--- src/rtl/arc4_ksa_top.sv ---
// rtl/arc4_ksa_top.sv - ARC4 key-scheduling (KSA) stage board wrapper
//
// Purpose: fills a 256x8 state array with the identity permutation, then
// runs the ARC4 key schedule over it using a 24-bit key {14'b0, SW}.
// The finished array is left in s_mem for the downstream PRGA stage.
//
// Ports:
//   CLOCK_50   in   1   system clock, rising edge
//   KEY        in   4   KEY[3] = synchronous active-high reset, KEY[2:0] unused
//   SW         in  10   key source, key = {14'b0, SW}
//   HEX0..HEX5 out  7   seven-segment (active-low), always blank
//   LEDR       out 10   LEDR[0] = done, LEDR[9:1] = 0
module arc4_ksa_top (
   input  logic       CLOCK_50,
   input  logic [3:0] KEY,
   input  logic [9:0] SW,
   output logic [6:0] HEX0,
   output logic [6:0] HEX1,
   output logic [6:0] HEX2,
   output logic [6:0] HEX3,
   output logic [6:0] HEX4,
   output logic [6:0] HEX5,
   output logic [9:0] LEDR
);

   typedef enum logic [2:0] {
      S_INIT,
      S_RD_I,
      S_WAIT_I,
      S_RD_J,
      S_WAIT_J,
      S_WR_I,
      S_WR_J,
      S_DONE
   } state_t;

   state_t     r_state;
   logic [7:0] r_i;
   logic [7:0] r_j;
   logic [7:0] r_j_next;
   logic [7:0] r_si;
   logic [7:0] r_sj;
   logic [7:0] r_rdata;
   logic [1:0] r_k;
   logic       r_done;

   // State array: single port, synchronous write, registered read.
   logic [7:0] s_mem [0:255];

   logic        w_rst;
   logic [23:0] w_key;
   logic [7:0]  w_kb;
   logic [7:0]  w_addr;
   logic [7:0]  w_wdata;
   logic        w_we;
   logic        w_unused;

   assign w_rst    = KEY[3];
   assign w_key    = {14'b0, SW};
   assign w_unused = &{1'b0, KEY[2:0]};

   // Key byte selected by the wrapping 0,1,2 index.
   always_comb begin
      case (r_k)
         2'd0:    w_kb = w_key[23:16];
         2'd1:    w_kb = w_key[15:8];
         default: w_kb = w_key[7:0];
      endcase
   end

   // Memory port steering. Writes are suppressed while reset is held so an
   // abort never corrupts a location with a half-finished swap value.
   always_comb begin
      w_addr  = r_i;
      w_wdata = r_i;
      w_we    = 1'b0;
      case (r_state)
         S_INIT: w_we = 1'b1;
         S_RD_J: w_addr = r_j_next;
         S_WR_I: begin
            w_we    = 1'b1;
            w_wdata = r_sj;
         end
         S_WR_J: begin
            w_addr  = r_j;
            w_we    = 1'b1;
            w_wdata = r_si;
         end
         default: ;
      endcase
      if (w_rst) begin
         w_we = 1'b0;
      end
   end

   always_ff @(posedge CLOCK_50) begin
      if (w_we) begin
         s_mem[w_addr] <= w_wdata;
      end
      r_rdata <= s_mem[w_addr];
   end

   // Key-schedule FSM. When i==j the two write states store the same byte
   // (si==sj) to the same address, so no special case is needed.
   always_ff @(posedge CLOCK_50) begin
      if (w_rst) begin
         r_state  <= S_INIT;
         r_i      <= 8'd0;
         r_j      <= 8'd0;
         r_k      <= 2'd0;
         r_j_next <= 8'd0;
         r_si     <= 8'd0;
         r_sj     <= 8'd0;
         r_done   <= 1'b0;
      end else begin
         case (r_state)
            S_INIT: begin
               r_i <= r_i + 8'd1;
               if (r_i == 8'hFF) begin
                  r_j     <= 8'd0;
                  r_k     <= 2'd0;
                  r_state <= S_RD_I;
               end
            end
            S_RD_I: r_state <= S_WAIT_I;
            S_WAIT_I: begin
               r_si     <= r_rdata;
               r_j_next <= r_j + r_rdata + w_kb;
               r_state  <= S_RD_J;
            end
            S_RD_J: begin
               r_j     <= r_j_next;
               r_state <= S_WAIT_J;
            end
            S_WAIT_J: begin
               r_sj    <= r_rdata;
               r_state <= S_WR_I;
            end
            S_WR_I: r_state <= S_WR_J;
            S_WR_J: begin
               if (r_i == 8'hFF) begin
                  r_done  <= 1'b1;
                  r_state <= S_DONE;
               end else begin
                  r_i     <= r_i + 8'd1;
                  r_k     <= (r_k == 2'd2) ? 2'd0 : r_k + 2'd1;
                  r_state <= S_RD_I;
               end
            end
            default: r_state <= S_DONE;
         endcase
      end
   end

   assign HEX0 = 7'h7F;
   assign HEX1 = 7'h7F;
   assign HEX2 = 7'h7F;
   assign HEX3 = 7'h7F;
   assign HEX4 = 7'h7F;
   assign HEX5 = 7'h7F;
   assign LEDR = {9'b0, r_done};

endmodule

--- config.mk ---
export PLATFORM = sky130hd
export DESIGN_NAME = arc4_ksa_top
export DESIGN_NICKNAME = d
export VERILOG_FILES = /design/src/rtl/arc4_ksa_top.sv
export SDC_FILE = /design/constraint.sdc
export NUM_CORES = 1
export LEC_CHECK = 0
export ABC_AREA = 1
export BUFFER_PORTS_ARGS = -buffer_cell sky130_fd_sc_hd__buf_4
export CORE_ASPECT_RATIO = 1.5
export CORE_MARGIN = 4
export CORE_UTILIZATION = 30
export CTS_BUF_LIST = sky130_fd_sc_hd__clkbuf_4 sky130_fd_sc_hd__clkbuf_8
export DETAILED_ROUTE_END_ITERATION = 16
export PLACE_DENSITY = 0.7
export SLEW_MARGIN = 10
export SYNTH_ARGS = -nofsm -noshare
export SYNTH_HDL_FRONTEND = slang
export SYNTH_SLANG_ARGS = --single-unit
--- constraint.sdc ---
create_clock -name CLOCK_50 -period 1.8 [get_ports CLOCK_50]
set_clock_uncertainty 0.15 [all_clocks]
set_input_delay 0.36 -clock CLOCK_50 [delete_from_list [all_inputs] [get_ports CLOCK_50]]
set_output_delay 0.36 -clock CLOCK_50 [all_outputs]
set_load 0.1 [all_outputs]
Word-level counts from Yosys, hierarchy flattened --
Cells that the tools add are included.
Word-level totals: word-level logic and storage cells 22, input port bits 15, bits in registers 12
Cells by class: muxes and demuxes 5, eq/ne operators 9, reduce and logical (&&, ||, !) cells 4, add/subtract/negate cells 1
Operators with widths (number):
- $pmux 3 s7 | 1
- $pmux 8 s2 | 1
- $eq 3x3->1 const B | 3
- $add 8x1->8 const B | 1
- $eq 8x8->1 const B | 1
- $mux 8 | 1
- $eq 3x2->1 const B | 2
- $mux 3 | 2
- $ne 2x2->1 const B | 2
- $reduce_and 2->1 | 2
- $eq 3x1->1 const B | 1
- $logic_not 3->1 | 1
- $reduce_bool 2->1 | 1

Longest topological paths before layout --
depth in word-level cells 3, mapped depth 8

Least setup slack after synthesis --
Ideal clock, no wire load.
path kind register -> register, from register r_i[0], to register r_i[3], path slack 0.430 ns, library setup time 0.132 ns, clock period less this slack 1.370 ns, path buffers 0, arrival time 1.088 ns, cell stages (with the launch flop) 9, cell sequence dfxtp_1 > ha_1 > inv_1 > nor2_4 > nand2_2 > nand2_4 > nand2_4 > nand2_1 > a21oi_1
Between the ends: longest elaborated chain between the ends 3, elaborated cells on any way between the ends 6
Ends and longest elaborated chain:
- start, declared | line 38 | logic [7:0] r_i;
- start signal, assigned | line 118 | r_i <= r_i + 8'd1;
- start signal, assigned | line 145 | r_i <= r_i + 8'd1;
- $add 8x1->8 / $eq 8x8->1 (equally long branches) | line 118, 145, 141
- $mux 8 / $ne 2x2->1 (equally long branches)
- $pmux 8 s2 / $reduce_and 2->1 (equally long branches)
Parallel ways exist; a longest one is shown, timed or not. The select of a mux whose other input is x is not followed. A chain may end at the register's enable or synchronous reset.

Final worst setup path --
from register r_i[0], to register r_i[5]
Same word-level chain as after synthesis.

==> flow_metrics.env <==
export IMPL_run_status="completed"
export IMPL_post_synth_cell_area_avg_um2=7.18
export IMPL_yosysWarnings=0
export IMPL_worstHoldPathType="in -> reg"
export IMPL_reg2reg_depth=8
export IMPL_cts_sink_count=12
export IMPL_num_vias=693
export IMPL_synthesis_instances=146
export IMPL_design_die_area_um2=4520
export IMPL_finalHoldViolCount=0
export IMPL_ir_drop_worst_vdd_mv=0.443
export IMPL_critical_path_endpoint_type="flip-flop"
export IMPL_port_buffers=2
export IMPL_final_seq_area_um2=240
export IMPL_tritoncts_num_buffers=3
export IMPL_cts_root_to_sink_buffers=2
export IMPL_row_count=26
export IMPL_first_global_vias=568
export IMPL_gp_congestion=0.780
export IMPL_syn_cell_area_um2=1050
export IMPL_synth_seq_cells=12
export IMPL_crit_path_dat_ns=1.47
export IMPL_multiInputGateArea_um2=568
export IMPL_synthDominantCellAreaShare_pct=37.2
export IMPL_r2r_slack_ns=0.31
export IMPL_post_cts_resized=0
export IMPL_remaining_drc_errors=0
export IMPL_cp_buffers_inverters=1
export IMPL_dp_hpwl_mm=1.14
export IMPL_min_period_ns=1.49
export IMPL_timing_critical_path_from_type="flip-flop"
export IMPL_design_area_um2=947
export IMPL_drt_first_pass_iters=4
export IMPL_timing_hold_worst_path_depth=2
export IMPL_insertion_delay_ns=0.24
export IMPL_rsz0062_at_grt="false"
export IMPL_setup_worst_path_class="reg -> reg"
export IMPL_final_min_period_over_clock_period_pct=82.7
export IMPL_highest_delay_cell_along_the_critical_path="dfxtp_1"
export IMPL_dpl_cell_area_um2=906
export IMPL_first_pass_grt_wire_length_mm=2.40
export IMPL_antenna_cells=0
export IMPL_postRouteAntennaNets=0
export IMPL_post_drt_via_cell_ratio=3.67
export IMPL_cp_depth=8
export IMPL_cts_tree="built"
export IMPL_path_clk_slew_ns=0.05
export IMPL_initial_util_pct=31.0
export IMPL_postCtsSetupBuffers=0
export IMPL_floorplan_core_area_um2=3380
export IMPL_drv_cap=0
export IMPL_grt_overflow_total=0
export IMPL_yosysSeqAreaShare_pct=22.9
export IMPL_finalMaxSlewViolations=0
export IMPL_number_of_nets_in_the_final_layout=165
export IMPL_cpPeakStageDelay_ns=0.37
export IMPL_ctsRootBufferMaster="clkbuf_8"
export IMPL_detail_route_wl_per_cell_um=7.89
export IMPL_finalSetupViolations=0
export IMPL_dieWidth_um=56.3
export IMPL_cp_cell_sequence="ha_1 -> inv_1 -> nor2_4 -> nand2_2 -> nand2_4 -> nand2_4 -> nand2_1 -> a21oi_2"
export IMPL_grt_usage_pct=6.93
export IMPL_fmax_mhz=672
export IMPL_post_synth_main_area_contributors="buf_4 (37%), dfxtp_1 (23%), nand2_1 (9.3%)"
export IMPL_drive_gt1_share_pct=9.52
export IMPL_die_height_um=80.4
export IMPL_cts_hold_buffers_added=0
export IMPL_ios=67
export IMPL_maximum_number_of_pins_on_one_net_before_global_route_repair=13
export IMPL_yosysTopAreaCell="buf_4"
export IMPL_final_fill_count=376
export IMPL_finalHoldWorstSlack_ns=0.225
export IMPL_critical_path_most_common_cell="nand2_4"
export IMPL_power_density_nw_per_um2=1210
export IMPL_area_growth_pct=-9.67
export IMPL_detail_route_wirelength_mm=1.49
export IMPL_grt_antenna_before_repair=0
export IMPL_htree_num_levels=1
export IMPL_cp_required_ns=1.78
export IMPL_finalSetupTns_ns=0
export IMPL_finish_utilization_pct=28.0
export IMPL_power_static_leakage_nw=0.411
export IMPL_path_max_fanout=9
export IMPL_first_iter_violations=20
export IMPL_synth_cell_types=18
export IMPL_critPathTopFamily="simple AND/OR/NAND/NOR gates"
-- flip-flops by register name, indices dropped and copies added (netlist names) --
register / count
r_state: 3
r_done: 1
r_i: 8
-- path summary, 6_finish.rpt --
path / endpoint / from
max: r_i[5]$_SDFFE_PP0P_ / r_i[0]$_SDFFE_PP0P_
min: r_i[5]$_SDFFE_PP0P_ / KEY[3]
max reg2reg: r_i[5]$_SDFFE_PP0P_ / r_i[0]$_SDFFE_PP0P_
min reg2reg: r_done$_SDFFE_PP0P_ / r_done$_SDFFE_PP0P_
-- cells in the final DEF (no fill, tap or decap) --
cell       n
nand2_4    2
ha_1       1
dfxtp_1   12
nand3_1   12
o21ai_0    3
a21oi_1   11
conb_1    51
xnor2_1    1
nand2_2    3
clkbuf_8   3
nor2_1     5
a21oi_2    1
nor2_4     3
a211oi_1   1
inv_1      8
nand2_1   26
xor2_1     2
buf_4      2
-- routing by layer --
layer / part of all wire [%] / global-route usage (%)
met5: 0 / 0
met2: 47 / 12.3
met1: 38 / 6.81
met4: 2.0 / 4.28
met3: 13 / 2.41
-- cell usage after synthesis (all sizes together) --
| cell type | instances |
|---|---|
| inv | 8 |
| a211oi | 1 |
| xor2 | 2 |
| clkbuf | 1 |
| nand2 | 31 |
| nor2 | 8 |
| buf | 52 |
| o21ai | 3 |
| conb | 2 |
| nand3 | 12 |
| a21oi | 12 |
| ha | 1 |
| dfxtp | 12 |
| xnor2 | 1 |
-- kinds of logic after synthesis --
group	after synthesis	synth area share (%)
AND/OR/NAND/NOR	51	24.0
AO/OA/AOI/OAI	16	8.23
XOR/XNOR	3	2.51
adder cells (fa/ha/maj)	1	1.19
buffers and inverters	61	40.5
other	2	0.716
flip-flops	12	22.9
-- cell type report --
| cell class | instances | area share (%) |
|---|---|---|
| Tap cell | 42 | 5.55 |
| Timing Repair Buffer | 2 | 1.59 |
| Multi-Input combinational cell | 122 | 60.0 |
| Inverter | 8 | 3.17 |
| Sequential cell | 12 | 25.4 |
| Clock buffer | 3 | 4.36 |
-- report_power, final --
part           internal, mW  switching [mW]
combinational        0.0421           0.539
sequential            0.292          0.0277
clock                 0.148          0.0988
total                 0.481           0.665
-- metrics by stage --
stage | worst slack, ns | power (mW) | std cells
floorplan | 0.430 | 0.963 | 195
global placement | 0.315 | 0.905 | 186
detailed placement | 0.311 | 0.905 | 186
CTS | 0.307 | 1.15 | 189
global route | 0.175 | 1.20 | 189
finish | 0.311 | 1.15 | 189
No activity file was read; power rests on OpenSTA's default activity.
